<file path="src/rtl/data_bram_loader_pkg.sv">
// Shared types and helpers for the data BRAM loader and its read-side counterpart.
package data_bram_loader_pkg;

   typedef enum logic [1:0] {
      ST_IDLE = 2'd0,
      ST_LOAD = 2'd1,
      ST_DONE = 2'd2
   } state_t;

   localparam int unsigned DEF_WIDTH = 16;
   localparam int unsigned DEF_BANKS = 4;
   localparam int unsigned DEF_DEPTH = 256;

   // Ceiling log2, never below 1 so single-entry dimensions still get a bit.
   function automatic int unsigned log2c(input int unsigned v);
      for (int unsigned r = 1; r < 32; r++) begin
         if ((64'd1 << r) >= 64'(v)) return r;
      end
      return 32;
   endfunction

   function automatic int unsigned capacity(input int unsigned banks, input int unsigned depth);
      return banks * depth;
   endfunction

endpackage

</file>
<file path="src/rtl/data_bram_loader_bank_addr_counter.sv">
// Round-robin bank/address walker with a saturating element count.
import data_bram_loader_pkg::*;

module bank_addr_counter #(
   parameter int unsigned BANKS  = DEF_BANKS,
   parameter int unsigned DEPTH  = DEF_DEPTH,
   parameter int unsigned ADDR_W = log2c(DEPTH),
   parameter int unsigned BANK_W = log2c(BANKS),
   parameter int unsigned CNT_W  = log2c(BANKS * DEPTH) + 1
) (
   input  logic              clk,
   input  logic              rst_n,
   input  logic              clr,
   input  logic              inc,
   output logic [BANK_W-1:0] bank_idx,
   output logic [ADDR_W-1:0] addr,
   output logic [CNT_W-1:0]  count,
   output logic              full
);

   localparam int unsigned CAP = capacity(BANKS, DEPTH);

   assign full = (count == CNT_W'(CAP));

   always_ff @(posedge clk or negedge rst_n) begin
      if (!rst_n) begin
         bank_idx <= '0;
         addr     <= '0;
         count    <= '0;
      end else if (clr) begin
         bank_idx <= '0;
         addr     <= '0;
         count    <= '0;
      end else if (inc && !full) begin
         count <= count + CNT_W'(1);
         // Wrap-and-carry replaces i%BANKS / i/BANKS.
         if (bank_idx == BANK_W'(BANKS - 1)) begin
            bank_idx <= '0;
            addr     <= addr + ADDR_W'(1);
         end else begin
            bank_idx <= bank_idx + BANK_W'(1);
         end
      end
   end

endmodule

</file>
<file path="src/rtl/data_bram_loader.sv">
// Streams AXI-S elements round-robin into a multi-bank data BRAM and flags a complete block.
import data_bram_loader_pkg::*;

module data_bram_loader #(
   parameter int unsigned DATA_WIDTH_DATA = DEF_WIDTH,
   parameter int unsigned DATA_BANKS      = DEF_BANKS,
   parameter int unsigned DATA_BANK_DEPTH = DEF_DEPTH,
   parameter int unsigned DATA_ADDR       = log2c(DATA_BANK_DEPTH),
   parameter int unsigned DATA_WE         = DATA_WIDTH_DATA / 8,
   parameter int unsigned CNT_WIDTH       = log2c(DATA_BANKS * DATA_BANK_DEPTH) + 1
) (
   input  logic                                  clk,
   input  logic                                  rst_n,
   input  logic                                  start,
   input  logic [DATA_WIDTH_DATA-1:0]            s_axis_tdata,
   input  logic                                  s_axis_tvalid,
   output logic                                  s_axis_tready,
   input  logic                                  s_axis_tlast,
   output logic [DATA_BANKS-1:0]                 mb_bram_en,
   output logic [DATA_BANKS*DATA_WE-1:0]         mb_bram_we,
   output logic [DATA_BANKS*DATA_ADDR-1:0]       mb_bram_addr,
   output logic [DATA_BANKS*DATA_WIDTH_DATA-1:0] mb_bram_wrdata,
   output logic [CNT_WIDTH-1:0]                  load_count,
   output logic                                  load_done,
   output logic                                  data_ready,
   output logic                                  overflow
);

   localparam int unsigned BANK_W = log2c(DATA_BANKS);

   state_t              state, state_nxt;
   logic                beat, wr, accept_start, full;
   logic [BANK_W-1:0]   bank_idx;
   logic [DATA_ADDR-1:0] addr;

   assign s_axis_tready = (state == ST_LOAD);
   assign load_done     = (state == ST_DONE);
   assign accept_start  = (state == ST_IDLE) && start;
   assign beat          = s_axis_tvalid && s_axis_tready;
   assign wr            = beat && !full;

   always_ff @(posedge clk or negedge rst_n) begin
      if (!rst_n) state <= ST_IDLE;
      else        state <= state_nxt;
   end

   always_comb begin
      state_nxt = state;
      case (state)
         ST_IDLE: if (start) state_nxt = ST_LOAD;
         ST_LOAD: if (beat && s_axis_tlast) state_nxt = ST_DONE;
         ST_DONE: state_nxt = ST_IDLE;
         default: state_nxt = ST_IDLE;
      endcase
   end

   bank_addr_counter #(
      .BANKS  (DATA_BANKS),
      .DEPTH  (DATA_BANK_DEPTH),
      .ADDR_W (DATA_ADDR),
      .BANK_W (BANK_W),
      .CNT_W  (CNT_WIDTH)
   ) u_cnt (
      .clk      (clk),
      .rst_n    (rst_n),
      .clr      (accept_start),
      .inc      (wr),
      .bank_idx (bank_idx),
      .addr     (addr),
      .count    (load_count),
      .full     (full)
   );

   // Enables pulse for one cycle per write; address slices of idle banks hold.
   always_ff @(posedge clk or negedge rst_n) begin
      if (!rst_n) begin
         mb_bram_en     <= '0;
         mb_bram_we     <= '0;
         mb_bram_addr   <= '0;
         mb_bram_wrdata <= '0;
         overflow       <= 1'b0;
         data_ready     <= 1'b0;
      end else begin
         mb_bram_en <= '0;
         mb_bram_we <= '0;
         if (wr) begin
            for (int unsigned b = 0; b < DATA_BANKS; b++) begin
               if (bank_idx == BANK_W'(b)) begin
                  mb_bram_en[b]                             <= 1'b1;
                  mb_bram_we[b*DATA_WE +: DATA_WE]          <= '1;
                  mb_bram_addr[b*DATA_ADDR +: DATA_ADDR]    <= addr;
               end
            end
            mb_bram_wrdata <= {DATA_BANKS{s_axis_tdata}};
         end
         if (accept_start) begin
            overflow   <= 1'b0;
            data_ready <= 1'b0;
         end else begin
            if (beat && full)       overflow   <= 1'b1;
            if (state == ST_DONE)   data_ready <= 1'b1;
         end
      end
   end

endmodule

</file>
<file path="config.mk">
export PLATFORM = sky130hd
export DESIGN_NAME = data_bram_loader
export DESIGN_NICKNAME = d
export VERILOG_FILES = /design/src/rtl/data_bram_loader_pkg.sv /design/src/rtl/data_bram_loader_bank_addr_counter.sv /design/src/rtl/data_bram_loader.sv
export SDC_FILE = /design/constraint.sdc
export NUM_CORES = 1
export LEC_CHECK = 0
export CELL_PAD_IN_SITES_DETAIL_PLACEMENT = 0
export CELL_PAD_IN_SITES_GLOBAL_PLACEMENT = 1
export CORE_ASPECT_RATIO = 2
export CORE_MARGIN = 3
export CORE_UTILIZATION = 34
export DETAILED_ROUTE_END_ITERATION = 7
export PLACE_DENSITY = 0.93
export SYNTH_ARGS = -nofsm -noshare
export SYNTH_HDL_FRONTEND = slang
export SYNTH_HIERARCHICAL = 1
export SYNTH_SLANG_ARGS = --single-unit
export TNS_END_PERCENT = 100
</file>
<file path="constraint.sdc">
create_clock -name clk -period 3.7 [get_ports clk]
set_input_delay 0.74 -clock clk [delete_from_list [all_inputs] [get_ports clk]]
set_output_delay 0.74 -clock clk [all_outputs]
set_load 0.05 [all_outputs]
</file>
======== Word-level counts from Yosys, hierarchy flattened ========
Cells that the tools add are included.
storage, ports and cells
  register bits ........................... 133
  output and inout port bits .............. 123
  input bits .............................. 21
operators by class
  mux-type cells .......................... 25
  equal/unequal tests ..................... 8
  reduce and logical (&&, ||, !) cells .... 19
  add/subtract/negate cells ............... 3
operators by type and width
  cell                                                                      number
  8-bit two-way mux                                                         4
  11-bit two-way mux                                                        2
  2-bit two-way mux                                                         9
  2-bit AND reduction                                                       6
  11-bit by 1-bit adder with 11-bit output (second input constant)          1
  11-bit == test (second input constant)                                    1
  8-bit by 1-bit adder with 8-bit output (second input constant)            1
  1-bit two-way mux                                                         8
  2-bit nonzero test                                                        4
  2-bit == test (second input constant)                                     3
  1-bit logical AND                                                         6
  2-bit by 1-bit == test with 1-bit output (second input constant)          2
  2-bit logical NOT                                                         2
  4-bit two-way mux                                                         1
  2-bit case mux with 2 select lines                                        1
  2-bit by 1-bit adder with 2-bit output (second input constant)            1
  2-bit by 1-bit inequality test with 1-bit output (second input constant)  1
  2-bit inequality test (second input constant)                             1
  1-bit logical NOT                                                         1

======== Depth between registers and ports, before layout ========
  depth after elaboration ................. 6
  gate-level depth with buffers ........... 12

======== Hierarchy ========
The synthesis kept the hierarchy.
by module, submodules not included
  module             sequential area each (µm²)  times used  cells an instance  area an instance (µm²)
  data_bram_loader   1401.3                      1           182                2521.2
  bank_addr_counter  525.5                       1           114                1159.9

======== Least setup slack after synthesis ========
OpenSTA, ideal clock, no wires.
  path kind ............................... register -> register
  from .................................... register u_cnt.count[0]
  to ...................................... register u_cnt.addr[5]
  setup time .............................. 0.125 ns
  stages on the path, launching flop included .. 13
  slack ................................... 0.564 ns
  clock period less this slack ............ 3.136 ns
  data arrival time ....................... 3.011 ns
  cell sequence ........................... dfrtp_1 inv_1 ha_1 and2_0 clkbuf_1 and3_2 and4bb_4 buf_6 buf_4 inv_1 a31oi_4 and4_4 mux2_4
between the ends
  word-level cells in the longest chain between the ends .. 6
ends and longest elaborated chain
  element                        line                                      source
  start: declaration             data_bram_loader_bank_addr_counter.sv:17  output logic [CNT_W-1:0] count,
  start signal: assignment       data_bram_loader_bank_addr_counter.sv:35  count <= count + CNT_W'(1);
  11-bit == test                 data_bram_loader_bank_addr_counter.sv:23  assign full = (count == CNT_W'(CAP));
  via full                       data_bram_loader.sv:32                    logic beat, wr, accept_start, full;
  1-bit logical NOT              data_bram_loader.sv:40                    assign wr = beat && !full;
  1-bit logical AND              data_bram_loader.sv:40
  via wr                         data_bram_loader.sv:32
  1-bit logical AND              data_bram_loader_bank_addr_counter.sv:34  end else if (inc && !full) begin
  2-bit nonzero test (no line)   n/a
  2-bit AND reduction (no line)  n/a
  end signal: assignment         data_bram_loader_bank_addr_counter.sv:39  addr <= addr + ADDR_W'(1);
  end: declaration               data_bram_loader_bank_addr_counter.sv:16  output logic [ADDR_W-1:0] addr,
The timed path passes the listed nets, and every way through them passes these cells.
A chain may end at the register's enable or synchronous reset.

======== Final worst setup path ========
  from .................................... register u_cnt.count[0]
  to ...................................... register u_cnt.addr[5]
between the ends
  word-level cells in the longest chain between the ends .. 6
ends and longest elaborated chain
  element                            line
  11-bit == test (*)                 data_bram_loader_bank_addr_counter.sv:23
  via full                           data_bram_loader.sv:32
  1-bit logical NOT (*)              data_bram_loader_bank_addr_counter.sv:34, data_bram_loader.sv:40
  1-bit logical AND                  data_bram_loader.sv:40
  1-bit logical AND (*)              data_bram_loader_bank_addr_counter.sv:34
  2-bit nonzero test (no line) (*)   n/a
  2-bit AND reduction (no line) (*)  n/a
Mark *: on every way through the listed nets, which the timed path passes. The rest lies on a longest branch.

==> metrics.yaml <==
finish:
  drive_gt1_share_pct: 20.1
  nets: 414
  area.growth.synth_to_final_pct: 39.3
  num_antenna_cells: 0
  n_fill_cell: 951
  stdcell_area_um2: 5130
  layout.cells.non_filler: 531
floorplanning:
  boundaryPins: 144
  start_util_pct: 34.9
  core_um2: 10500
  die-width_um: 79.6
  die_y_um: 153
  fp-row-count: 53
  dieArea_um2: 12200
synthesis:
  synthArstFlopShare_pct: 100
  yosys_warnings: 6
  syn-instance-count: 296
  synth_enable_flop_cells: 0
  yosysSeqAreaShare_pct: 52.3
  yosys-top-cells-area: "dfrtp_1, mux2_2, buf_4"
  synth_area_um2: 3680
  synth_nets: 321
  yosysTopAreaCell: "dfrtp_1"
  yosysUniqueCellTypes: 37
  ys_seq_elements: 77
  synth-main-ff-cell: "dfrtp_1"
  postSynthAreaPerCell_um2: 12.4
  synth_top_area_share_pct: 52.3
pwr:
  pwr-share-comb_pct: 57.3
  pwr_density_cell_nw_per_um2: 922
  p_int_mw: 2.37
  peakVddDrop_mv: 1.31
  sw_frac_of_total_pct: 49.9
  seqPwrFrac_pct: 24.6
  power_mw: 4.73
  switchingPower_mw: 2.36
  p_leak_nw: 2.30
  clkPwrFrac_pct: 18.1
timing:
  max_slew_margin_pct: 37.2
  skew_ns: 0.00733
  finalCriticalPeriod_ns: 3.03
  rsz0062_at_grt: "false"
  fmax_mhz: 330
  finalCritPeriodShare_pct: 82.0
  tns_ns: 0
  finalHoldViolations: 0
  tightest_slew_ns: 0.942
  slew_viol_final: 0
  finalSetupViolCount: 0
worst_setup_path:
  start_kind: "flop"
  r2r-end: "u_cnt/addr[5]"
  r2r-start: "u_cnt/count[0]"
  crit_fanout: 27
  r2r_slack_ns: 0.67
  critPathCaptureType: "flop"
  critical_path_class: "reg -> reg"
  crit_start: "u_cnt/count[0]"
  timing.critical_path.arrival_ns: 3.25
  cp.required_ns: 3.91
  reg2reg_depth: 9
cts:
  clk_latency_ns: 0.33
  hold_buffers: 0
  h-tree-depth: 3
  numCtsBuffers: 9
  cts_root_buf: "clkbuf_16"
  post_cts_buffers: 0
  cts_tree: "built"
  cts_buffer_depth: 2
  cts_sinks: 77
  postCtsResizedCells: 0
  clk_pin_slew_worst_paths_ns: 0.06
placed_design:
  place_area_um2: 4830
  dp.cells: 515
  gp_congestion: 0.771
  dp_hpwl_um: 6300
  port-buffer-count: 143
drt:
  routed_wl_um: 8410
  dr_total_vias: 2427
  wire_per_inst_um: 15.8
  ant_nets: 0
  vias_per_cell: 4.57
  drtIter0Drc: 70
  dr.pass1.iters: 4
  drc: 0
global_routing:
  grt_pass1_vias: 2592
  antenna_found_initial: 0
  grt_first_pass_wirelength_um: 13600
  grt_overflow: 0
  grt_max_degree: 78
  track_usage_pct: 14.5
min_path:
  hp-class: "reg -> reg"
  whs_endpoint: "mb_bram_addr[10]"
  hp-start: "mb_bram_addr[10]"
  min_path_cells: 1
status:
  status: "finished, final reports clean"
run:
  maxCapViolCount: 0
==> power by group through the flow <==
stage | clock (mW) | combinational, mW | sequential [mW]
after floorplan | 0 | 1.78 | 1.56
after CTS | 0.880 | 2.73 | 1.16
final | 0.856 | 2.71 | 1.16
after detailed placement | 0 | 2.73 | 1.18
after global placement | 0 | 2.71 | 1.16
after global routing | 0.915 | 2.78 | 1.20
==> layer usage <==
metal	track usage [%]	up-vias	wire, um	share of wire [%]
li1	-	1146	-	-
met4	5.41	0	136	1.6
met5	0	-	0	0
met1	15.0	1206	2960	35
met3	3.18	8	306	3.6
met2	27.4	67	5000	59
==> flip-flops by register name, indices dropped and copies added (netlist names) <==
name	count
mb_bram_addr	32
mb_bram_wrdata	16
u_cnt/count	11
u_cnt/addr	8
mb_bram_we	4
state	2
u_cnt/bank_idx	2
data_ready	1
overflow	1
==> synthesized netlist by cell type, types with 3 or more instances <==
cell type,n
a21oi_1,4
a31oi_1,4
and3_1,6
buf_4,58
clkbuf_1,3
dfrtp_1,77
ha_1,4
inv_1,6
mux2_2,48
mux2i_1,3
nand2_1,6
nand2b_1,3
nand3_1,4
nand4_1,5
nor2_1,23
nor2b_1,5
xnor2_1,6
xor2_1,5
==> layout make-up <==
class	instances	area (um2)	area share, %
tap	137	171	3.34
clock buffer	11	233	4.54
clock inverter	5	61.3	1.20
multi-input combinational	151	1280	24.9
inverter	6	22.5	0.439
sequential	77	1930	37.6
timing repair buffer	144	1440	28.0
==> critical path, stage by stage, from the launching register on <==
cell      delay [ns]
dfrtp_1         0.46
inv_1           0.07
ha_1            0.19
and2_0          0.26
and3_2          0.26
and4bb_4        0.62
inv_1           0.16
a31oi_4         0.33
and4_4          0.28
mux2_4          0.29
==> cell usage in the layout (no fill, tap or decap), types with 5 or more instances in the layout <==
cell type,instances
and3_1,6
clkbuf_16,9
clkdlybuf4s50_1,142
dfrtp_1,77
inv_1,6
mux2_2,48
nand2_1,6
nand4_1,5
nor2_1,22
nor2b_1,5
xnor2_1,6
xor2_1,5
==> logic make-up after synthesis <==
family	count (synthesis)	share of synthesized area [%]
AOI/OAI and AO/OA	16	3.26
xor gates and xnor gates	11	2.62
adders and majority gates	4	1.36
buffers and inverters	68	13.1
DFF	77	52.3
muxes	54	16.5
and+or+nand+nor	66	10.8
==> stage by stage <==
step	hold slack, ns	setup WS [ns]	util, %
CTS	0.505	0.662	48.6
floorplan	0.444	0.564	-
detailed placement	0.492	0.677	45.8
global placement	0.481	0.762	45.8
finish	0.503	0.665	48.6
global route	0.517	0.514	48.6
==> worst max path at each step <==
stage          slack (ns)  depth (start not counted)            end
3_5_place_dp         0.68                          9  u_cnt/addr[5]
5_1_grt              0.51                          9  u_cnt/addr[5]
3_3_place_gp         0.76                          6  u_cnt/addr[5]
2_1_floorplan        0.56                         12  u_cnt/addr[5]
4_1_cts              0.66                          9  u_cnt/addr[5]
6_report             0.67                          9  u_cnt/addr[5]
No activity file was read; power rests on OpenSTA's default activity.
